File: src/rtl/rms_mean_square.sv
// rms_mean_square
//   Streaming mean-of-squares accumulator feeding sqrt_unsigned in the
//   normalization datapath. Accepts one signed element per handshake,
//   squares it, accumulates 2^k squares, then divides by the length with
//   round-half-up. Adds EPS and saturates to a 20-bit unsigned result.
//
// Parameters
//   DATA_W       signed element width (2..10)
//   LEN_LOG2_MAX largest supported log2 of the vector length
//   EPS          unsigned constant added to the mean before saturation
//
// Ports
//   clk          clock, rising edge
//   rst_n        asynchronous active-low reset
//   clear        synchronous abort of the current vector/result
//   cfg_len_log2 log2 of vector length, sampled on first element handshake
//   in_valid     element valid
//   in_ready     element ready (decoded from state only)
//   in_data      signed element
//   out_valid    result valid, held until accepted
//   out_ready    consumer ready
//   out_x        mean of squares plus EPS, saturated to 20 bits
module rms_mean_square #(
  parameter int DATA_W       = 10,
  parameter int LEN_LOG2_MAX = 12,
  parameter int EPS          = 0
) (
  input  logic                     clk,
  input  logic                     rst_n,
  input  logic                     clear,
  input  logic [3:0]               cfg_len_log2,
  input  logic                     in_valid,
  output logic                     in_ready,
  input  logic signed [DATA_W-1:0] in_data,
  output logic                     out_valid,
  input  logic                     out_ready,
  output logic [19:0]              out_x
);

  localparam int SQ_W  = 2 * DATA_W;
  localparam int ACC_W = SQ_W + LEN_LOG2_MAX;
  localparam int CNT_W = LEN_LOG2_MAX + 1;
  localparam int RES_W = (ACC_W + 2 > 21) ? ACC_W + 2 : 21;
  localparam logic [3:0]  KMAX    = 4'(LEN_LOG2_MAX);
  localparam logic [19:0] OUT_MAX = 20'hFFFFF;

  typedef enum logic [1:0] {
    S_IDLE,
    S_ACC,
    S_DRAIN,
    S_OUT
  } state_t;

  state_t             state_q, state_d;
  logic [3:0]         k_q, k_d;
  logic [CNT_W-1:0]   cnt_q, cnt_d;
  logic [ACC_W-1:0]   acc_q, acc_d;
  logic [19:0]        out_x_q, out_x_d;
  logic [SQ_W-1:0]    sq_d;
  logic [SQ_W-1:0]    sq_p0;
  logic               vld_p0, vld_d;
  logic               hs_in;

  // Divide by 2^k with round half up; k=0 passes the sum through.
  function automatic logic [ACC_W:0] round_mean(input logic [ACC_W-1:0] acc,
                                                input logic [3:0]       k);
    logic [ACC_W:0] sum;
    if (k == 4'd0) begin
      return {1'b0, acc};
    end
    sum = {1'b0, acc} + ((ACC_W + 1)'(1) << (k - 4'd1));
    return sum >> k;
  endfunction

  // Add EPS and clamp to the 20-bit unsigned range.
  function automatic logic [19:0] sat_eps(input logic [ACC_W:0] mean);
    logic [RES_W-1:0] tot;
    tot = RES_W'(mean) + RES_W'(EPS);
    if (tot > RES_W'(OUT_MAX)) begin
      return OUT_MAX;
    end
    return tot[19:0];
  endfunction

  function automatic logic [3:0] clamp_k(input logic [3:0] c);
    return (c > KMAX) ? KMAX : c;
  endfunction

  assign in_ready  = (state_q == S_IDLE) || (state_q == S_ACC);
  assign out_valid = (state_q == S_OUT);
  assign out_x     = out_x_q;
  assign hs_in     = in_valid && in_ready;

  // Operands are sign-extended first so the product is the exact square.
  assign sq_d = SQ_W'(in_data) * SQ_W'(in_data);

  always_comb begin
    state_d = state_q;
    k_d     = k_q;
    cnt_d   = cnt_q;
    acc_d   = acc_q;
    out_x_d = out_x_q;
    vld_d   = hs_in && !clear;

    if (vld_p0) begin
      acc_d = acc_q + ACC_W'(sq_p0);
    end

    unique case (state_q)
      S_IDLE: begin
        if (in_valid) begin
          k_d     = clamp_k(cfg_len_log2);
          cnt_d   = CNT_W'(1);
          state_d = (k_d == 4'd0) ? S_DRAIN : S_ACC;
        end
      end
      S_ACC: begin
        if (in_valid) begin
          cnt_d = cnt_q + CNT_W'(1);
          if (cnt_d == (CNT_W'(1) << k_q)) begin
            state_d = S_DRAIN;
          end
        end
      end
      S_DRAIN: begin
        // The last square lands in acc one cycle after its handshake;
        // once the square register is empty acc holds the final sum.
        if (!vld_p0) begin
          out_x_d = sat_eps(round_mean(acc_q, k_q));
          state_d = S_OUT;
        end
      end
      S_OUT: begin
        if (out_ready) begin
          state_d = S_IDLE;
          cnt_d   = '0;
          acc_d   = '0;
        end
      end
      default: state_d = S_IDLE;
    endcase

    // An output handshake coinciding with clear has already completed
    // above; clear then only forces the clean-IDLE outcome.
    if (clear) begin
      state_d = S_IDLE;
      cnt_d   = '0;
      acc_d   = '0;
      out_x_d = out_x_q;
    end
  end

  // Stage p0: square register; control side reset, data side free-running
  always_ff @(posedge clk or negedge rst_n) begin
    if (!rst_n) begin
      state_q <= S_IDLE;
      k_q     <= '0;
      cnt_q   <= '0;
      vld_p0  <= 1'b0;
      acc_q   <= '0;
      out_x_q <= '0;
    end else begin
      state_q <= state_d;
      k_q     <= k_d;
      cnt_q   <= cnt_d;
      vld_p0  <= vld_d;
      acc_q   <= acc_d;
      out_x_q <= out_x_d;
    end
  end

  always_ff @(posedge clk) begin
    if (hs_in) begin
      sq_p0 <= sq_d;
    end
  end

endmodule
File: config.mk
export PLATFORM = sky130hd
export DESIGN_NAME = rms_mean_square
export DESIGN_NICKNAME = d
export VERILOG_FILES = /design/src/rtl/rms_mean_square.sv
export SDC_FILE = /design/constraint.sdc
export NUM_CORES = 1
export LEC_CHECK = 0
export CAP_MARGIN = 25
export CORE_MARGIN = 10
export CORE_UTILIZATION = 60
export DETAILED_ROUTE_END_ITERATION = 8
export MAX_ROUTING_LAYER = met4
export PLACE_DENSITY = 0.89
export SKIP_CTS_REPAIR_TIMING = 1
export SYNTH_ARGS = -nofsm -noshare
export SYNTH_HDL_FRONTEND = slang
export SYNTH_SLANG_ARGS = --single-unit
File: constraint.sdc
create_clock -name clk -period 5.1 [get_ports clk]
set_clock_uncertainty 0.15 [all_clocks]
set_input_delay 1.53 -clock clk [delete_from_list [all_inputs] [get_ports clk]]
set_output_delay 1.53 -clock clk [all_outputs]
set_load 0.03 [all_outputs]
# After elaboration in Yosys (flattened, before gate mapping)
# Cells that the tools add are included.
[totals]
in_bits = 19
elab_cells = 70
reg_bits = 92
out_inout_bits = 22
[classes]
n_shift = 3
eq_ne = 9
reduce_logical = 12
add_sub_neg = 4
n_mul = 1
n_lt_le_gt_ge = 2
mux = 30
bitwise_logic = 2
[op_table]
columns = ["op", "count"]
rows = [
  ["$mux W33", 4],
  ["$mux W32", 4],
  ["$mux W13", 4],
  ["$mux W20", 2],
  ["$pmux W13 S3", 1],
  ["$add A32 B33 Y33", 1],
  ["$gt A33 B20 Y1 const B", 1],
  ["$shl A1 B4 Y33 const A", 1],
  ["$shr A33 B4 Y33", 1],
  ["$add A32 B20 Y32", 1],
  ["$mul A10 B10 Y20", 1],
  ["$mux W2", 7],
  ["$add A13 B1 Y13 const B", 1],
  ["$eq A13 B13 Y1", 1],
  ["$shl A1 B4 Y13 const A", 1],
  ["$ne A3 B3 Y1 const B", 3],
  ["$logic_not A4 Y1", 2],
  ["$pmux W2 S4", 1],
  ["$mux W1", 6],
  ["$ne A3 B2 Y1 const B", 2],
  ["$reduce_and A5 Y1", 1],
  ["$eq A2 B2 Y1 const B", 2],
  ["$gt A4 B4 Y1 const B", 1],
  ["$mux W4", 1],
  ["other kinds (11)", 13],
]

# Depth between registers and ports, before layout
# Gate-level depths: netlist of run 1.
[logic_depth]
ltp_word = 12
depth_mapped = 22

# Least setup slack after synthesis of run 1
# OpenSTA, ideal clock, no wires.
[synth_path]
kind = "input to register"
startpoint = "input port in_data[1]"
endpoint = "register sq_p0[19], data pin"
setup_time_ps = 260
required_time_ps = 4690
path_slack_ps = -1805
arrival_time_ps = 6495
cell_stages = 22
n_path_buf = 1
path_cell_list = "clkbuf_1 > and2_1 > fa_1 > inv_1 > fa_1 > inv_1 > ha_1 > inv_1 > fa_1 > inv_1 > fa_1 > ha_1 > a21oi_1 > o21bai_1 > a21oi_1 > o21bai_1 > a211o_1 > a2111oi_0 > nor3_1 > a211o_1 > a21oi_1 > xnor2_1"
[synth_via]
elab_chain_cells = 1
[synth_rtl]
columns = ["element", "line_no", "text"]
rows = [
  ["start: declaration", "34", "input logic signed [DATA_W-1:0] in_data,"],
  ["$mul A10 B10 Y20", "95", "assign sq_d = SQ_W'(in_data) * SQ_W'(in_data);"],
  ["net sq_d[19]", "59", "logic [SQ_W-1:0] sq_d;"],
  ["end signal: assignment", "174", "sq_p0 <= sq_d;"],
  ["end: declaration", "60", "logic [SQ_W-1:0] sq_p0;"],
]
# The timed path passes the listed nets, and every way through them passes these cells.
# A chain may end at the register's enable or synchronous reset.

# Worst setup path after layout of run 1
[layout_path]
startpoint = "input port in_data[3]"
endpoint = "register sq_p0[16], data pin"
# Same word-level chain as after synthesis.

==> results of run 1 <==
==> worst paths after layout <==
| check | start | to | slack, ps | cells past startpoint |
|---|---|---|---|---|
| worst min-delay path | out_x[12] | out_x[12] | 350 | 1 |
| min in group asynchronous | rst_n | acc_q[31] | 1120 | 1 |
| worst max register to register | k_q[2] | out_x[6] | 250 | 17 |
| worst min register to register | out_x[12] | out_x[12] | 350 | 1 |
| max in group asynchronous | rst_n | out_x[14] | 2710 | 2 |
| worst max-delay path | in_data[3] | sq_p0[16] | -1440 | 22 |
==> per-stage QoR <==
stage | setup slack, ps | instance area, sq um
3_3_place_gp | -1900 | 13200
2_1_floorplan | -1420 | 12000
4_1_cts | -1730 | 13500
6_report | -1440 | 13800
3_5_place_dp | -2110 | 13200
5_1_grt | -1570 | 13800
==> critical path, stage by stage <==
cell and delay (ps):
buf_4 140, and2_4 140, fa_1 570, inv_1 60
fa_1 510, inv_2 50, ha_4 260, inv_2 30
fa_1 490, inv_2 40, fa_1 550, ha_4 220
buf_4 140, a21oi_4 180, nor2b_1 70, o21a_1 200
o31a_1 330, o41ai_2 450, buf_4 190, o21bai_1 80
a21oi_2 160, xnor2_1 110
==> kinds of logic (layout without fill, tap and decap cells) <==
logic type,after synthesis,in the layout,synth area share [%]
compound gates,312,312,18.7
simple gates,424,424,17.3
xor+xnor,99,99,7.43
fa+ha+maj,169,169,22.9
flops,91,91,19.9
buf+inv,179,288,6.97
mux,71,71,6.86
==> metal layers <==
layer	vias up	routed length (microns)	GRT usage (%)	part of all wire (%)
met2	375	16800	42.6	52
met1	5150	13000	28.5	40
met5	-	0	-	0
li1	4934	-	-	-
met4	0	1060	8.93	3.3
met3	71	1610	2.69	4.9
==> power breakdown <==
group	leakage, nW	switching [mW]	internal (mW)	total (mW)
clock	0.149	0.325	0.393	0.718
sequential	1.11	0.185	1.10	1.29
combinational	5.06	3.72	3.13	6.85
==> state kept, by name (all words and copies together) (netlist names) <==
register	flops
acc_q	32
cnt_q	13
k_q	4
out_x	20
sq_p0	19
state_q	2
vld_p0	1
==> cell usage in the layout, fill, tap and decap left out, types with 25 or more instances in the layout <==
cell             count
a21oi_1             74
and2_1              25
buf_4              122
clkdlybuf4s50_1     29
dfrtp_1             72
fa_1                81
ha_1                79
inv_1               96
mux2i_1             48
nand2_1            114
nand3_1             38
nor2_1             124
o21ai_0             48
xnor2_1             67
xor2_1              28
==> area by class of cell <==
type                    instances  area share [%]
multi-input cells            1075            65.2
flip-flops and latches         91            17.2
repair buffers                165            9.94
inverters                     107            2.92
well taps                     265            2.41
clock buffers                   9            1.63
clock inverters                 7           0.672
==> out/summary.txt, run 1 <==
Routed len/inst: 18.9 microns
Syn_area_per_cell: 8.87 sq um
First-pass GRT wire length: 51800 microns
Main synth FF type: dfrtp_1
Initial DRC Count: 830
Post-synth top area cell: dfrtp_1
Final period utilization: 128%
Share of cells above drive strength 1: 18.8%
Max-cap violations: 0
Layout area overhead: 15.5%
CP required: 5050 ps
Hold violation count in the final report: 0
Cell with the most instances after synthesis: nor2_1
Syn Nets: 1533
Slew Limit Fails: 0
Non-Filler Instances: 1719
Clock buffer depth: 2
Multi-input gate area in the final layout: 8980 sq um
Violated checks: setup timing
Initial antenna violation count: 0
Top post-synthesis cells by area: dfrtp_1 (15%), fa_1 (14%), ha_1 (9.1%)
Worst min-delay path category: reg2reg
Drt pass-1 iters: 6
Hold slack: 353 ps
# fillers: 1484
PD cells: 643 nW/um^2
Synth Instances: 1345
Worst setup EP type: register
Synthesized flop and latch total: 91
CTS Root Buffer Type: clkbuf_16
Antenna-violating nets left: 0
CP max FO: 6
Final antenna diode count: 0
Total power: 8.86 mW
Cell Area, Synth: 11900 sq um
Ports: 41
Share of the synthesized area in the top cell type: 15.1%
Post-synth top cells: nor2_1 (127), nand2_1 (116), inv_1 (105)
CP Class: in2reg
Total global routing overflow: 0
Post-Route WL: 32500 microns
Cts bufs inserted: 9
GP Congestion: 0.989
Total Routing Usage GR: 24.4%
Largest net degree at the start of global routing: 41
Leak: 6.32 nW
Residual DRC: 0
Number of global-route vias before repair: 10600
Die height: 161 microns
Final core area utilization: 70.6%
Tmin final: 6540 ps
Chip width: 161 microns
FP Rows: 51
Unrepaired setup endpoints after global routing: true
Max IR drop VDD: 0.480 mV
Core outline area: 19500 sq um
Clk sink count: 91
DPL Wire Length: 25200 microns
Die area: 25900 sq um
Synth async-reset ratio: 79.1%
CTS tree: done
Min setup slack post-route: -1440 ps
Post-synthesis sequential area ratio: 19.9%
# port buffers: 40
Clock Latency Late Sink: 360 ps
# H-tree levels: 3
Synth unique cells: 100
Initial Util: 61.1%
Run status: finished with violations
Post-synth EDFFs: 19
Crit path arrival time: 6490 ps
Vias per std cell: 6.13
Synth Warn #: 0
# placed instances: 1691
Sequential cell area: 2370 sq um
Vias: 10500
Final number of setup-violating endpoints: 12
CP Launch Type: input pin
Slew HR: 32.6%
Worst-Margin Slew: 1010 ps
Final #Nets: 1637
CTS clock-pin slew for the worst setup and hold paths: 70 ps
Fmax: 0.153 GHz
Accumulated negative setup slack: -10530 ps
Note: power is estimated with default switching activity, not from simulation.
==> run 2: changes to the inputs <==
--- a/config.mk
+++ b/config.mk
@@ -8,9 +8,11 @@
 export CAP_MARGIN = 25
 export CORE_MARGIN = 10
 export CORE_UTILIZATION = 60
+export CTS_BUF_LIST = sky130_fd_sc_hd__clkbuf_4 sky130_fd_sc_hd__clkbuf_8
 export DETAILED_ROUTE_END_ITERATION = 8
 export MAX_ROUTING_LAYER = met4
 export PLACE_DENSITY = 0.89
+export SETUP_SLACK_MARGIN = 0.1
 export SKIP_CTS_REPAIR_TIMING = 1
 export SYNTH_ARGS = -nofsm -noshare
 export SYNTH_HDL_FRONTEND = slang
==> out/summary.txt, run 2 (synthesis gave the netlist of run 1 again) <==
CTS clock-pin slew for the worst setup and hold paths: 100 ps (+30 ps)
Worst-Margin Slew: 1030 ps (+24.3 ps)
Final period utilization: 127% (-0.85 points)
Most common cell after layout, fill and taps aside: nor2_1
Max-cap violations: 0 (unchanged)
First-pass GRT wire length: 51700 microns (-0.32%)
Initial DRC Count: 774 (-6.7%)
Dpl ws: -2110 ps (unchanged)
Worst setup EP type: register
Hold slack: 359 ps (+5.43 ps)
Register name with the most flops: acc_q
Flop pwr share: 14.9% (+0.4 points)
Worst Setup SP: in_data[2]
# fillers: 1500 (+1.1%)
Antenna-violating nets left: 0 (unchanged)
Vias: 10500 (-0.066%)
Min-delay src: out_x[12]
Crit path capture: sq_p0[19]
Hold violation count in the final report: 0 (unchanged)
Die area: 25900 sq um (unchanged)
Pint: 4.47 mW (-3.3%)
# port buffers: 40 (unchanged)
Die height: 161 microns (unchanged)
Routed len/inst: 18.8 microns (-0.58%)
Most frequent cells in the layout: nor2_1 (124), buf_4 (122), nand2_1 (112), inv_1 (97), fa_1 (81)
# H-tree levels: 3 (unchanged)
Min setup slack post-route: -1400 ps (+43.1 ps)
GP Congestion: 0.989 (unchanged)
CTS Root Buffer Type: clkbuf_8
Initial antenna violation count: 0 (unchanged)
Tmin final: 6500 ps (-43.1 ps)
Comb power frac: 78.8% (+1.4 points)
Clock Latency Late Sink: 390 ps (+30 ps)
Share of cells above drive strength 1: 18.8% (-0.056 points)
Number of global-route vias before repair: 10600 (-0.21%)
Worst min-delay path category: reg2reg
Drt pass-1 iters: 6 (unchanged)
Ports: 41 (unchanged)
Leak: 6.27 nW (-0.77%)
Total Routing Usage GR: 24.3% (-0.046 points)
Accumulated negative setup slack: -9820 ps (+710 ps)
Violated checks: setup timing
Max IR drop VDD: 0.486 mV (+1.3%)
Fmax: 0.154 GHz (+0.66%)
CP required: 5090 ps (+40 ps)
Final antenna diode count: 0 (unchanged)
Total global routing overflow: 0 (unchanged)
Layout area overhead: 14.4%
Clk sink count: 91 (unchanged)
Sw Ratio: 48.2% (+0.44 points)
Reg2reg end: out_x[6]
R2R setup slack: 320 ps (+70 ps)
Unrepaired setup endpoints after global routing: true
CP max FO: 4 (-2)
FP Rows: 51 (unchanged)
Clock buffer depth: 2 (unchanged)
Run status: finished with violations
Initial Util: 61.1% (unchanged)
Chip width: 161 microns (unchanged)
Slew HR: 31.3% (-1.3 points)
Final #Nets: 1636 (-0.061%)
Slew Limit Fails: 0 (unchanged)
CP Launch Type: input pin
Vias per std cell: 6.13 (about the same)
Worst R2R Path Depth: 18 (+1)
Final number of setup-violating endpoints: 12 (unchanged)
CTS tree: done
Post-Route WL: 32300 microns (-0.64%)
CP Class: in2reg
Max reg flops: 32 (unchanged)
Final core area utilization: 69.9% (-0.67 points)
DPL Wire Length: 25200 microns (unchanged)
Residual DRC: 0 (unchanged)
Core outline area: 19500 sq um (unchanged)
Crit path arrival time: 6490 ps (about the same)
Clock power frac: 6.3% (-1.8 points)
Cts bufs inserted: 9 (unchanged)
Net Sw Power: 4.17 mW (-1.6%)
RR Startpoint: k_q[2]
Largest net degree at the start of global routing: 41 (unchanged)
PD cells: 633 nW/um^2 (-1.5%)
run 2: cell types whose count changed in the layout (fill, tap and decap cells not counted), sizes merged:
cell  delta
buf      -1
run 2: layout make-up:
cell class	count	area, sq um	area share [%]
Tap cell	265	332	2.43
Sequential cell	91	2370	17.4
Multi-Input combinational cell	1075	8970	65.8
Inverter	107	402	2.94
Timing Repair Buffer	164	1350	9.89
Clock inverter	7	92.6	0.678
Clock buffer	9	124	0.908
run 2: critical path, cell delays in order:
cell and delay (ps):
buf_8 100, and2_4 150, fa_1 500, inv_1 50, fa_1 500, inv_2 50
ha_4 270, inv_2 30, fa_1 480, inv_1 60, fa_1 560, ha_4 230
a21oi_2 170, o21bai_1 110, a21oi_2 190, o21bai_1 110, a211o_1 360, a2111oi_4 380
nor3_2 110, a211o_1 320, a21oi_2 130, xnor2_1 90
run 2: worst min path at each step:
stage	to	slack, ps	cells past startpoint
finish	out_x[12]	360	1
detailed placement	out_x[12]	350	1
CTS	out_x[12]	370	1
global route	out_x[9]	380	1
floorplan	cnt_q[12]	320	1
global placement	out_x[12]	340	1
run 2: metal layers:
layer / GRT usage [%] / wire [microns] / part of all wire [%] / vias to the layer above
met5: - / 0 / 0 / -
met2: 42.2 / 16600 / 52 / 335
met4: 9.51 / 1210 / 3.8 / 0
met3: 2.67 / 1450 / 4.5 / 75
li1: - / - / - / 4935
met1: 28.4 / 13000 / 40 / 5178
run 2: power by group through the flow:
| stage | sequential, mW | combinational, mW | clock (mW) |
|---|---|---|---|
| 3_3_place_gp | 1.28 | 5.91 | 0 |
| 5_1_grt | 1.32 | 7.40 | 0.581 |
| 6_report | 1.29 | 6.81 | 0.544 |
| 3_5_place_dp | 1.30 | 6.20 | 0 |
| 4_1_cts | 1.28 | 6.22 | 0.553 |
| 2_1_floorplan | 1.38 | 4.34 | 0 |
run 2: stage by stage:
| step | total power [mW] | instance area, sq um | cells |
|---|---|---|---|
| after floorplan | 5.72 | 12000 | 1345 |
| after global routing | 9.30 | 13600 | 1718 |
| after detailed placement | 7.50 | 13200 | 1691 |
| final | 8.64 | 13600 | 1718 |
| after global placement | 7.19 | 13200 | 1691 |
| after CTS | 8.05 | 13400 | 1707 |
